--- src/rtl/aes_pkg.sv ---
// aes_pkg: shared AES widths, GF(2^8) doubling helper and MixColumns FSM states
package aes_pkg;
  localparam int AES_STATE_W = 128;
  localparam int AES_COL_W = 32;
  typedef enum logic [1:0] {IDLE, MIX, DONE} mixcol_state_t;
  function automatic logic [7:0] xtime(input logic [7:0] b);
    return {b[6:0], 1'b0} ^ (b[7] ? 8'h1b : 8'h00);
  endfunction
endpackage

--- src/rtl/mix_single_column.sv ---
// mix_single_column: combinational MixColumns of one 32-bit column, row 0 in the low byte
module mix_single_column
  import aes_pkg::*;
(
  input  logic [AES_COL_W-1:0] col_i,
  output logic [AES_COL_W-1:0] col_o
);
  logic [7:0] a0, a1, a2, a3;
  function automatic logic [7:0] mul3(input logic [7:0] b);
    return xtime(b) ^ b;
  endfunction
  assign {a3, a2, a1, a0} = col_i;
  assign col_o = {mul3(a0) ^ a1 ^ a2 ^ xtime(a3),
                  a0 ^ a1 ^ xtime(a2) ^ mul3(a3),
                  a0 ^ xtime(a1) ^ mul3(a2) ^ a3,
                  xtime(a0) ^ mul3(a1) ^ a2 ^ a3};
endmodule

--- src/rtl/mix_columns_seq.sv ---
// mix_columns_seq: iterative AES MixColumns stage with valid/ready on both sides and final-round bypass
module mix_columns_seq
  import aes_pkg::*;
#(
  parameter int STATE_W = 128,
  parameter int COLS_PER_CYCLE = 1
) (
  input  logic               clk,
  input  logic               rst_n,
  input  logic               in_valid,
  output logic               in_ready,
  input  logic               last_round,
  input  logic [STATE_W-1:0] state_in,
  output logic               out_valid,
  input  logic               out_ready,
  output logic [STATE_W-1:0] state_out,
  output logic               busy
);
  localparam logic [1:0] STEP = 2'(COLS_PER_CYCLE);
  localparam logic [1:0] LAST_COL = 2'(4 - COLS_PER_CYCLE);
  if (STATE_W != AES_STATE_W) begin : g_bad_width
    $error("mix_columns_seq: STATE_W must be 128");
  end
  if (COLS_PER_CYCLE != 1 && COLS_PER_CYCLE != 2 && COLS_PER_CYCLE != 4) begin : g_bad_cols
    $error("mix_columns_seq: COLS_PER_CYCLE must be 1, 2 or 4");
  end
  mixcol_state_t fsm_q, fsm_d;
  logic [1:0] col_q, col_d;
  logic [STATE_W-1:0] state_q, state_d;
  logic [AES_COL_W-1:0] mix_in [COLS_PER_CYCLE];
  logic [AES_COL_W-1:0] mix_out [COLS_PER_CYCLE];
  for (genvar g = 0; g < COLS_PER_CYCLE; g++) begin : g_col
    assign mix_in[g] = state_q[AES_COL_W*(int'(col_q)+g) +: AES_COL_W];
    mix_single_column u_mix (.col_i(mix_in[g]), .col_o(mix_out[g]));
  end
  // Next state: capture on accept, overwrite the current column group in place while mixing, release on out_ready
  always_comb begin
    fsm_d = fsm_q;
    col_d = col_q;
    state_d = state_q;
    unique case (fsm_q)
      IDLE: if (in_valid) begin
        state_d = state_in;
        col_d = '0;
        fsm_d = last_round ? DONE : MIX;
      end
      MIX: begin
        for (int i = 0; i < COLS_PER_CYCLE; i++)
          state_d[AES_COL_W*(int'(col_q)+i) +: AES_COL_W] = mix_out[i];
        col_d = (col_q == LAST_COL) ? 2'd0 : col_q + STEP;
        fsm_d = (col_q == LAST_COL) ? DONE : MIX;
      end
      DONE: fsm_d = out_ready ? IDLE : DONE;
      default: fsm_d = IDLE;
    endcase
  end
  // State, column counter and working state register
  always_ff @(posedge clk or negedge rst_n) begin
    if (!rst_n) begin
      fsm_q <= IDLE;
      col_q <= '0;
      state_q <= '0;
    end else begin
      fsm_q <= fsm_d;
      col_q <= col_d;
      state_q <= state_d;
    end
  end
  assign in_ready = fsm_q == IDLE;
  assign out_valid = fsm_q == DONE;
  assign busy = fsm_q != IDLE;
  assign state_out = state_q;
endmodule

--- config.mk ---
export PLATFORM = sky130hd
export DESIGN_NAME = mix_columns_seq
export DESIGN_NICKNAME = d
export VERILOG_FILES = /design/src/rtl/aes_pkg.sv /design/src/rtl/mix_single_column.sv /design/src/rtl/mix_columns_seq.sv
export SDC_FILE = /design/constraint.sdc
export NUM_CORES = 1
export LEC_CHECK = 0
export ABC_AREA = 1
export BUFFER_PORTS_ARGS = -buffer_cell sky130_fd_sc_hd__buf_2
export CELL_PAD_IN_SITES_DETAIL_PLACEMENT = 1
export CELL_PAD_IN_SITES_GLOBAL_PLACEMENT = 2
export CORE_UTILIZATION = 24
export DETAILED_ROUTE_END_ITERATION = 8
export GPL_TIMING_DRIVEN = 0
export PLACE_DENSITY_LB_ADDON = 0.1
export SYNTH_ARGS = -nofsm -noshare
export SYNTH_HDL_FRONTEND = slang
export SYNTH_HIERARCHICAL = 1
export SYNTH_SLANG_ARGS = --single-unit
--- constraint.sdc ---
create_clock -name clk -period 2.4 [get_ports clk]
set_input_delay 0.24 -clock clk [delete_from_list [all_inputs] [get_ports clk]]
set_output_delay 0.24 -clock clk [all_outputs]
set_load 0.1 [all_outputs]
After elaboration in Yosys (flattened, before gate mapping). Cells that the tools add are included.

Flip-flop bits (word level): 132. Input port bits: 133.

Add/subtract/negate cells: 2. Equality and inequality tests: 4. Shift operators: 3. Multiplexer cells: 15. Bitwise logic cells: 20. Reduce and logical (&&, ||, !) cells: 4.

Operators with widths (number): case mux 128 bit (2 select lines) (1); bitwise XOR 8 bit (19); bitwise mux 128 bit (1); 2-to-1 mux 128 bit (1); variable shift 32 x 33 -> 128 bit (first input constant) (1); variable part select 128 x 8 -> 32 bit (1); variable part select 32 x 33 -> 128 bit (1); negation 7 -> 33 bit (1); 2-to-1 mux 5 bit (4); 2-to-1 mux 2 bit (6); bitwise XOR 8 x 5 -> 8 bit (1); case mux 2 bit (3 select lines) (1); equality test 2 bit (second input constant) (2); case mux 2 bit (2 select lines) (1); nonzero test 2 bit (2); adder 2 x 1 -> 2 bit (second input constant) (1); equality test 2 x 1 -> 1 bit (second input constant) (1); zero test 2 bit (1); != test 2 bit (second input constant) (1); AND reduction 2 bit (1).

Logic depth before layout (Yosys ltp). Gate-level depths: netlist (run 1).

Word-level depth: 10. Mapped depth: 20. Mapped depth without buffers: 17.

Hierarchy. Netlist (run 1), hierarchy kept.

By module, submodules not included: mix_columns_seq (instances 1, cells an instance 1295, area each 8056.5 µm², seq. area each 3303.2 µm²); mix_single_column (instances 1, cells an instance 423, area each 1900.6 µm², seq. area each 0.0 µm²).

Least setup slack after synthesis (run 1). Ideal clock, no wire load.

Path kind: reg-to-reg. From: reg fsm_q[0]. To: reg fsm_q[0]. Setup time: 78 ps. Arrival: 3407 ps. Data required time: 2322 ps. Path slack: -1085 ps. Cell stages (with the launch flop): 5. Buffers on the path: 0. Period minus slack after synthesis: 3485 ps. Cell sequence: dfrtp_1 -> nor2_1 -> inv_1 -> or2_2 -> a21oi_1.

Word-level cells in the longest chain between the ends: 2.

Ends and longest elaborated chain: from (decl) (line mix_columns_seq.sv:27) `mixcol_state_t fsm_q, fsm_d;`; from (signal assigned) (line mix_columns_seq.sv:64) `fsm_q <= fsm_d;`; zero test 2 bit (*); net in_ready (line mix_columns_seq.sv:11) `output logic in_ready,`; case mux 2 bit (3 select lines) or != test 2 bit (tied branches).

The timed path passes the listed nets; every way through them passes the cells marked *. A chain may end at the register's enable or synchronous reset.

==> results of run 1 <==
[how the worst min path moves through the flow]
| stage | startpoint | endpoint | slack, ns |
|---|---|---|---|
| floorplan | rst_n | col_q[0]$_DFFE_PN0P_ | -0.06 |
| global placement | state_out[45]$_DFFE_PN0P_ | state_out[45]$_DFFE_PN0P_ | 0.48 |
| detailed placement | rst_n | state_out[96]$_DFFE_PN0P_ | 0.25 |
| CTS | last_round | fsm_q[0]$_DFFE_PN0P_ | 0.03 |
| global route | last_round | fsm_q[0]$_DFFE_PN0P_ | 0.03 |
| finish | out_ready | fsm_q[1]$_DFFE_PN0P_ | 0.04 |
[registers in the layout, indices dropped and copies added, names as in the netlist]
name       count
col_q          2
fsm_q          2
state_out    128
[layer usage]
layer  routed length (µm)  up-vias
li1                     -     6050
met1                25800     6370
met2                28900      299
met3                 2060       76
met4                 1850        0
met5                    0        -
[cells by family after synthesis]
kind of cell	share of synthesized area
and+or+nand+nor	0.449
buffers and inverters	0.0935
AOI/OAI and AO/OA	0.0868
DFF	0.332
xor gates and xnor gates	0.0324
adders and majority gates	0.00628
[cells in the final DEF, fill, tap and decap left out, types with 8 or more instances in the layout]
| cell type | netlist | final |
|---|---|---|
| nand2_4 | 0 | 58 |
| o21ai_1 | 6 | 42 |
| dfrtp_1 | 132 | 120 |
| o21ai_2 | 1 | 37 |
| a21oi_1 | 28 | 13 |
| inv_1 | 113 | 63 |
| o21ai_0 | 93 | 19 |
| buf_12 | 0 | 20 |
| clkbuf_8 | 0 | 16 |
| o22ai_4 | 0 | 16 |
| clkbuf_4 | 0 | 8 |
| nand3_2 | 0 | 23 |
| buf_4 | 3 | 60 |
| nor2_2 | 0 | 34 |
| nand3_1 | 40 | 15 |
| xor2_4 | 0 | 20 |
| nand2_1 | 791 | 570 |
| buf_2 | 45 | 299 |
| nand2_2 | 5 | 162 |
| clkbuf_16 | 0 | 24 |
| a21oi_2 | 0 | 15 |
| nor2_4 | 2 | 20 |
| buf_6 | 4 | 59 |
| inv_4 | 1 | 13 |
| o22ai_2 | 0 | 15 |
| inv_2 | 9 | 40 |
| dfrtp_2 | 0 | 12 |
| nor2_1 | 322 | 270 |
[final cells by class]
type | count | area [µm²] | share of cell area
multi-input combinational | 1370 | 8020 | 0.478
sequential | 132 | 3320 | 0.198
timing repair buffer | 392 | 2800 | 0.167
buffer | 89 | 801 | 0.0477
tap | 532 | 666 | 0.0396
inverter | 124 | 554 | 0.0330
clock buffer | 24 | 502 | 0.0299
clock inverter | 8 | 121 | 0.00723
timing repair inverter | 1 | 8.76 | 0.000522
[stage by stage]
stage	setup WS (ns)	setup TNS (ns)	std cells	hold slack, ns
floorplan	0.000925	0	1718	-0.0556
global placement	-1.77	-341.71	2513	0.480
detailed placement	-1.78	-178.11	2514	0.245
CTS	-0.122	-3.18	2633	0.0314
global route	-0.304	-18.18	2672	0.0346
finish	-0.202	-6.79	2672	0.0436
[tightest hold or removal path: cells and delay by family]
family | cells | cell delay (ns)
AO/OA/AOI/OAI | 1 | 0.06
buffers and inverters | 2 | 0.11
AND/OR/NAND/NOR | 1 | 0.06
[timing repair]
item / 4_1_cts / 5_1_grt
pin swaps: 174 / 222
endpoints found under the setup margin: 128 / 128
buffers inserted: 80 / 44
cloned: 6 / 2
gates resized for setup: 487 / 383
hold endpoints to repair: 50 / 0
hold buffers: 1 / 0
==> results.yml, run 1 <==
outcome:
  run_status: "complete, but fails checks"
  violations: "setup timing"
sta:
  fin_crit_ns: 2.60
  slew_headroom: 0.159
  max_freq_ghz: 0.384
  rsz0062_at_grt: "yes"
  fin_ws_ns: -0.202
  worst_pin_slew_ns: 1.26
  hold_viol: 0
  finalMaxSlewViolations: 0
  finClkSkew_ns: 0.0142
  setup_violations: 91
  finalCritPeriodShare: 1.08
synthesis:
  yosys-top-cells-area: "dfrtp_1 33%, nand2_1 30%, nor2_1 12%"
  synth_common_cells: "791 x nand2_1, 322 x nor2_1, 132 x dfrtp_1"
  yosys_warnings: 6
  yosys.area.top_type: "dfrtp_1"
  yosys.cell_types.count: 32
  synth.most_common_cell: "nand2_1"
  ys_ff_latch: 132
  synth_edf_count: 0
  synthDominantCellAreaShare: 0.332
  syn-num-nets: 1856
  avgSynthCellArea_um2: 5.80
  yosys_most_used_dff: "dfrtp_1"
  ys_seq_area_frac: 0.332
  netlist_instances: 1718
  syn_area_um2: 9960
  async_flop_share: 1.00
route:
  via_per_inst: 4.79
  drtPass1Iterations: 4
  first_iter_violations: 628
  drt.antenna.violating_nets: 0
  wirelength_mm: 58.7
  drc: 0
  wl_per_cell_um: 22.0
  vias: 12795
floorplanning:
  start_util: 0.244
  core-area_um2: 40800
  die_h_um: 206
  rows: 74
  dieArea_um2: 42300
  io_pins: 264
  die_w_um: 206
setup_path:
  cp-endpoint: "state_out[8]$_DFFE_PN0P_"
  cp_cell_sequence: "clkinv_4 > clkbuf_16 > buf_6 > o21ai_4 > o22ai_4 > buf_12 > buf_6 > nand2_2 > nand3_1 > nand2_2 > xor2_4 > buf_6 > nand2_1 > o21ai_1 > nand2_1 > nand2_1"
  arrival_ns: 3.00
  r2r_cells: 16
  critPathKind: "reg2reg"
  critPathRequiredTime_ns: 2.80
  rrSetupSlack_ns: -0.20
  timing.rr.end: "state_out[8]$_DFFE_PN0P_"
  worstSetupEndpointType: "flop"
  cp.buffers_inverters: 6
  crit_start: "col_q[0]$_DFFE_PN0P_"
  crit_family: "buffers and inverters"
  max_stage_delay_ns: 0.50
  cp_num_cells: 16
  cp_slowest_cell: "dfrtp_2"
  r2r_start: "col_q[0]$_DFFE_PN0P_"
  cp_max_fo: 7
  critPathLaunchType: "flop"
cts:
  cts_num_sinks: 132
  numCtsBuffers: 17
  clock_path_buffers: 2
  ctsRootBufferMaster: "clkbuf_16"
  cts_tree: "yes"
  clock_latency_ns: 0.46
  cts_max_level: 4
  cts.clk_slew.worst_paths_ns: 0.06
global_routing:
  grtUsageMet1: 0.357
  grt_pass1_vias: 12963
  antenna_found_initial: 0
  grtUsageMet2: 0.458
  grt_first_pass_wirelength_mm: 82.9
  busiest_layer: "met2"
  use_met3: 0.0393
  gr-total-overflow: 0
  groute.usage.overall: 0.273
  grt_max_degree: 83
final_layout:
  area.growth.synth_to_final_pct: 68.6
  design_area_um2: 16800
  layout.nets: 2265
  diodes: 0
  fin_util: 0.411
  drive_gt1_frac: 0.469
  nFillCells: 5170
place:
  placed_area_um2: 12000
  place.port_buffers: 263
  place.gp.congestion: 0.873
  hpwl_mm: 42.7
flow_run:
  drv_cap: 0
min_path:
  hold_path.class: "in2reg"
  hold_depth: 4
Power of run 1 is left out: the tool's default activity adds up to more than one toggle a clock period on the data nets, which glitch-free logic cannot reach.
==> run 2, diff against run 1 <==
--- a/config.mk
+++ b/config.mk
@@ -11,7 +11,6 @@
 export CELL_PAD_IN_SITES_GLOBAL_PLACEMENT = 2
 export CORE_UTILIZATION = 24
 export DETAILED_ROUTE_END_ITERATION = 8
-export GPL_TIMING_DRIVEN = 0
 export PLACE_DENSITY_LB_ADDON = 0.1
 export SYNTH_ARGS = -nofsm -noshare
 export SYNTH_HDL_FRONTEND = slang
==> run 2 against run 1 <==
  * Sequential share of layout area increased by 1.8 points
  * Worst setup slack better by 0.16 ns
  * Non-clock buffer count up 16
  * Cell count up 0.56%
  * Hold slack improved by 0.011 ns
  * Routed wire length is 7.8% lower
  * The flow still finishes with violations (setup timing)
  * Clock skew fell by 0.0030 ns
  * Highest routed layer unchanged
  * Critical endpoint is now state_out[58]$_DFFE_PN0P_
  * Maximum frequency is 6.5% higher
  * Die area is the same
  * First-iteration DRC count down 4.1%
==> results.yml, run 2 (same netlist as run 1, synthesis figures left out) <==
outcome:
  run_status: "complete, but fails checks"
  violations: "setup timing"
route:
  first_iter_violations: 602
  drt.antenna.violating_nets: 0
  via_per_inst: 4.72
  vias: 12687
  drtPass1Iterations: 4
  drc: 0
  wirelength_mm: 54.1
  wl_per_cell_um: 20.1
global_routing:
  grt_max_degree: 58
  groute.usage.overall: 0.250
  grt_pass1_vias: 12933
  antenna_found_initial: 0
  gr-total-overflow: 0
  grtUsageMet2: 0.425
  grt_first_pass_wirelength_mm: 77.8
  grtUsageMet1: 0.328
  busiest_layer: "met2"
  use_met3: 0.0428
cts:
  cts_num_sinks: 132
  clock_latency_ns: 0.45
  clock_path_buffers: 2
  cts_tree: "yes"
  cts_max_level: 4
  cts.clk_slew.worst_paths_ns: 0.07
  ctsRootBufferMaster: "clkbuf_16"
  numCtsBuffers: 17
setup_path:
  arrival_ns: 2.83
  critPathRequiredTime_ns: 2.79
  crit_path_frequent_cell: "nand2_1"
  cp_cell_sequence: "buf_12 > clkbuf_16 > o21ai_2 > o22ai_1 > buf_4 > inv_4 > buf_4 > nand3_1 > nand2_2 > xor2_2 > buf_6 > inv_1 > nor2_1 > nand2_1 > nand2_1 > nand2_1 > nand2_1"
  critPathLaunchType: "flop"
  cp_max_fo: 8
  worstSetupEndpointType: "flop"
  max_stage_delay_ns: 0.42
  cp_slowest_cell: "dfrtp_2"
  critPathKind: "reg2reg"
final_layout:
  final_cell_mix: "695 x nand2_1, 287 x nor2_1, 262 x buf_2, 160 x buf_4, 120 x dfrtp_1"
  mostFrequentLayoutCell: "nand2_1"
  largest_reg_flops: 128
  nFillCells: 5269
  layout.nets: 2280
  diodes: 0
  design_area_um2: 15400
  area.growth.synth_to_final_pct: 54.7
  drive_gt1_frac: 0.366
place:
  place.gp.congestion: 0.865
  placed_area_um2: 13000
  place.port_buffers: 263
  hpwl_mm: 39.6
sta:
  finalCritPeriodShare: 1.02
  fin_crit_ns: 2.44
  fin_ws_ns: -0.0427
  finalMaxSlewViolations: 0
  hold_viol: 0
  slew_headroom: 0.369
  finClkSkew_ns: 0.0112
  rsz0062_at_grt: "yes"
  setup_violations: 13
  worst_pin_slew_ns: 0.945
  max_freq_ghz: 0.409
flow_run:
  drv_cap: 0
min_path:
  hold_path.class: "in2reg"
floorplanning:
  dieArea_um2: 42300
  core-area_um2: 40800
  die_w_um: 206
  start_util: 0.244
  rows: 74
  die_h_um: 206
  io_pins: 264
run 2: cell count changes in the layout (fill, tap and decap cells not counted), sizes merged:
cell / change
buf: +43
clkbuf: -27
bufinv: -2
clkinv: -3
inv: +3
clkinvlp: +1
run 2: worst max-delay path, delay by kind of cell (launching register included):
family          cells  cell delay [ns]
simple gates        7             0.56
xor+xnor            1             0.18
buf+inv             7             0.97
compound gates      2             0.22
flops               1             0.42
run 2: metal layers:
metal / routed length (µm) / share of wire
met5: 0 / 0
met4: 830 / 0.015
met3: 2250 / 0.041
met2: 26700 / 0.49
met1: 24300 / 0.45
run 2: what timing repair did:
| action | in CTS | in global routing |
|---|---|---|
| pin swaps | 17 | 110 |
| gates cloned | 2 | 6 |
| resized for setup | 106 | 290 |
| setup buffers | 26 | 37 |
| endpoints found under the setup margin | 71 | 123 |
| hold buffers | 1 | 0 |
| hold endpoints to repair | 39 | 0 |
run 2: worst paths after layout:
kind	from	end	slack (ns)	depth (start not counted)
worst min-delay path	out_ready	fsm_q[1]$_DFFE_PN0P_	0.05	4
max in group asynchronous	rst_n	state_out[17]$_DFFE_PN0P_	1.40	3
worst max-delay path	col_q[0]$_DFFE_PN0P_	state_out[58]$_DFFE_PN0P_	-0.04	17
worst max register to register	col_q[0]$_DFFE_PN0P_	state_out[58]$_DFFE_PN0P_	-0.04	17
min in group asynchronous	rst_n	fsm_q[1]$_DFFE_PN0P_	0.28	2
worst min register to register	state_out[37]$_DFFE_PN0P_	state_out[37]$_DFFE_PN0P_	0.52	2
run 2: through the flow:
step	util	setup slack, ns	cells	hold WS (ns)	setup TNS [ns]
4_1_cts	0.346	-0.0752	2645	0.0340	-0.708
3_5_place_dp	0.319	-0.457	2585	0.198	-4.57
2_1_floorplan	-	0.000925	1718	-0.0556	0
3_3_place_gp	0.319	-0.413	2585	0.202	-2.91
6_report	0.377	-0.0427	2687	0.0549	-0.261
5_1_grt	0.377	-0.231	2687	0.0697	-9.20
run 2: layout make-up:
type,instances,area [µm²],share of cell area
clock buffers,24,482,0.0313
repair buffers,497,3690,0.240
flip-flops and latches,132,3320,0.215
clock inverters,8,76.3,0.00495
well taps,532,666,0.0432
inverters,124,513,0.0333
multi-input cells,1370,6660,0.432
Power of run 2 is left out for the same reason.
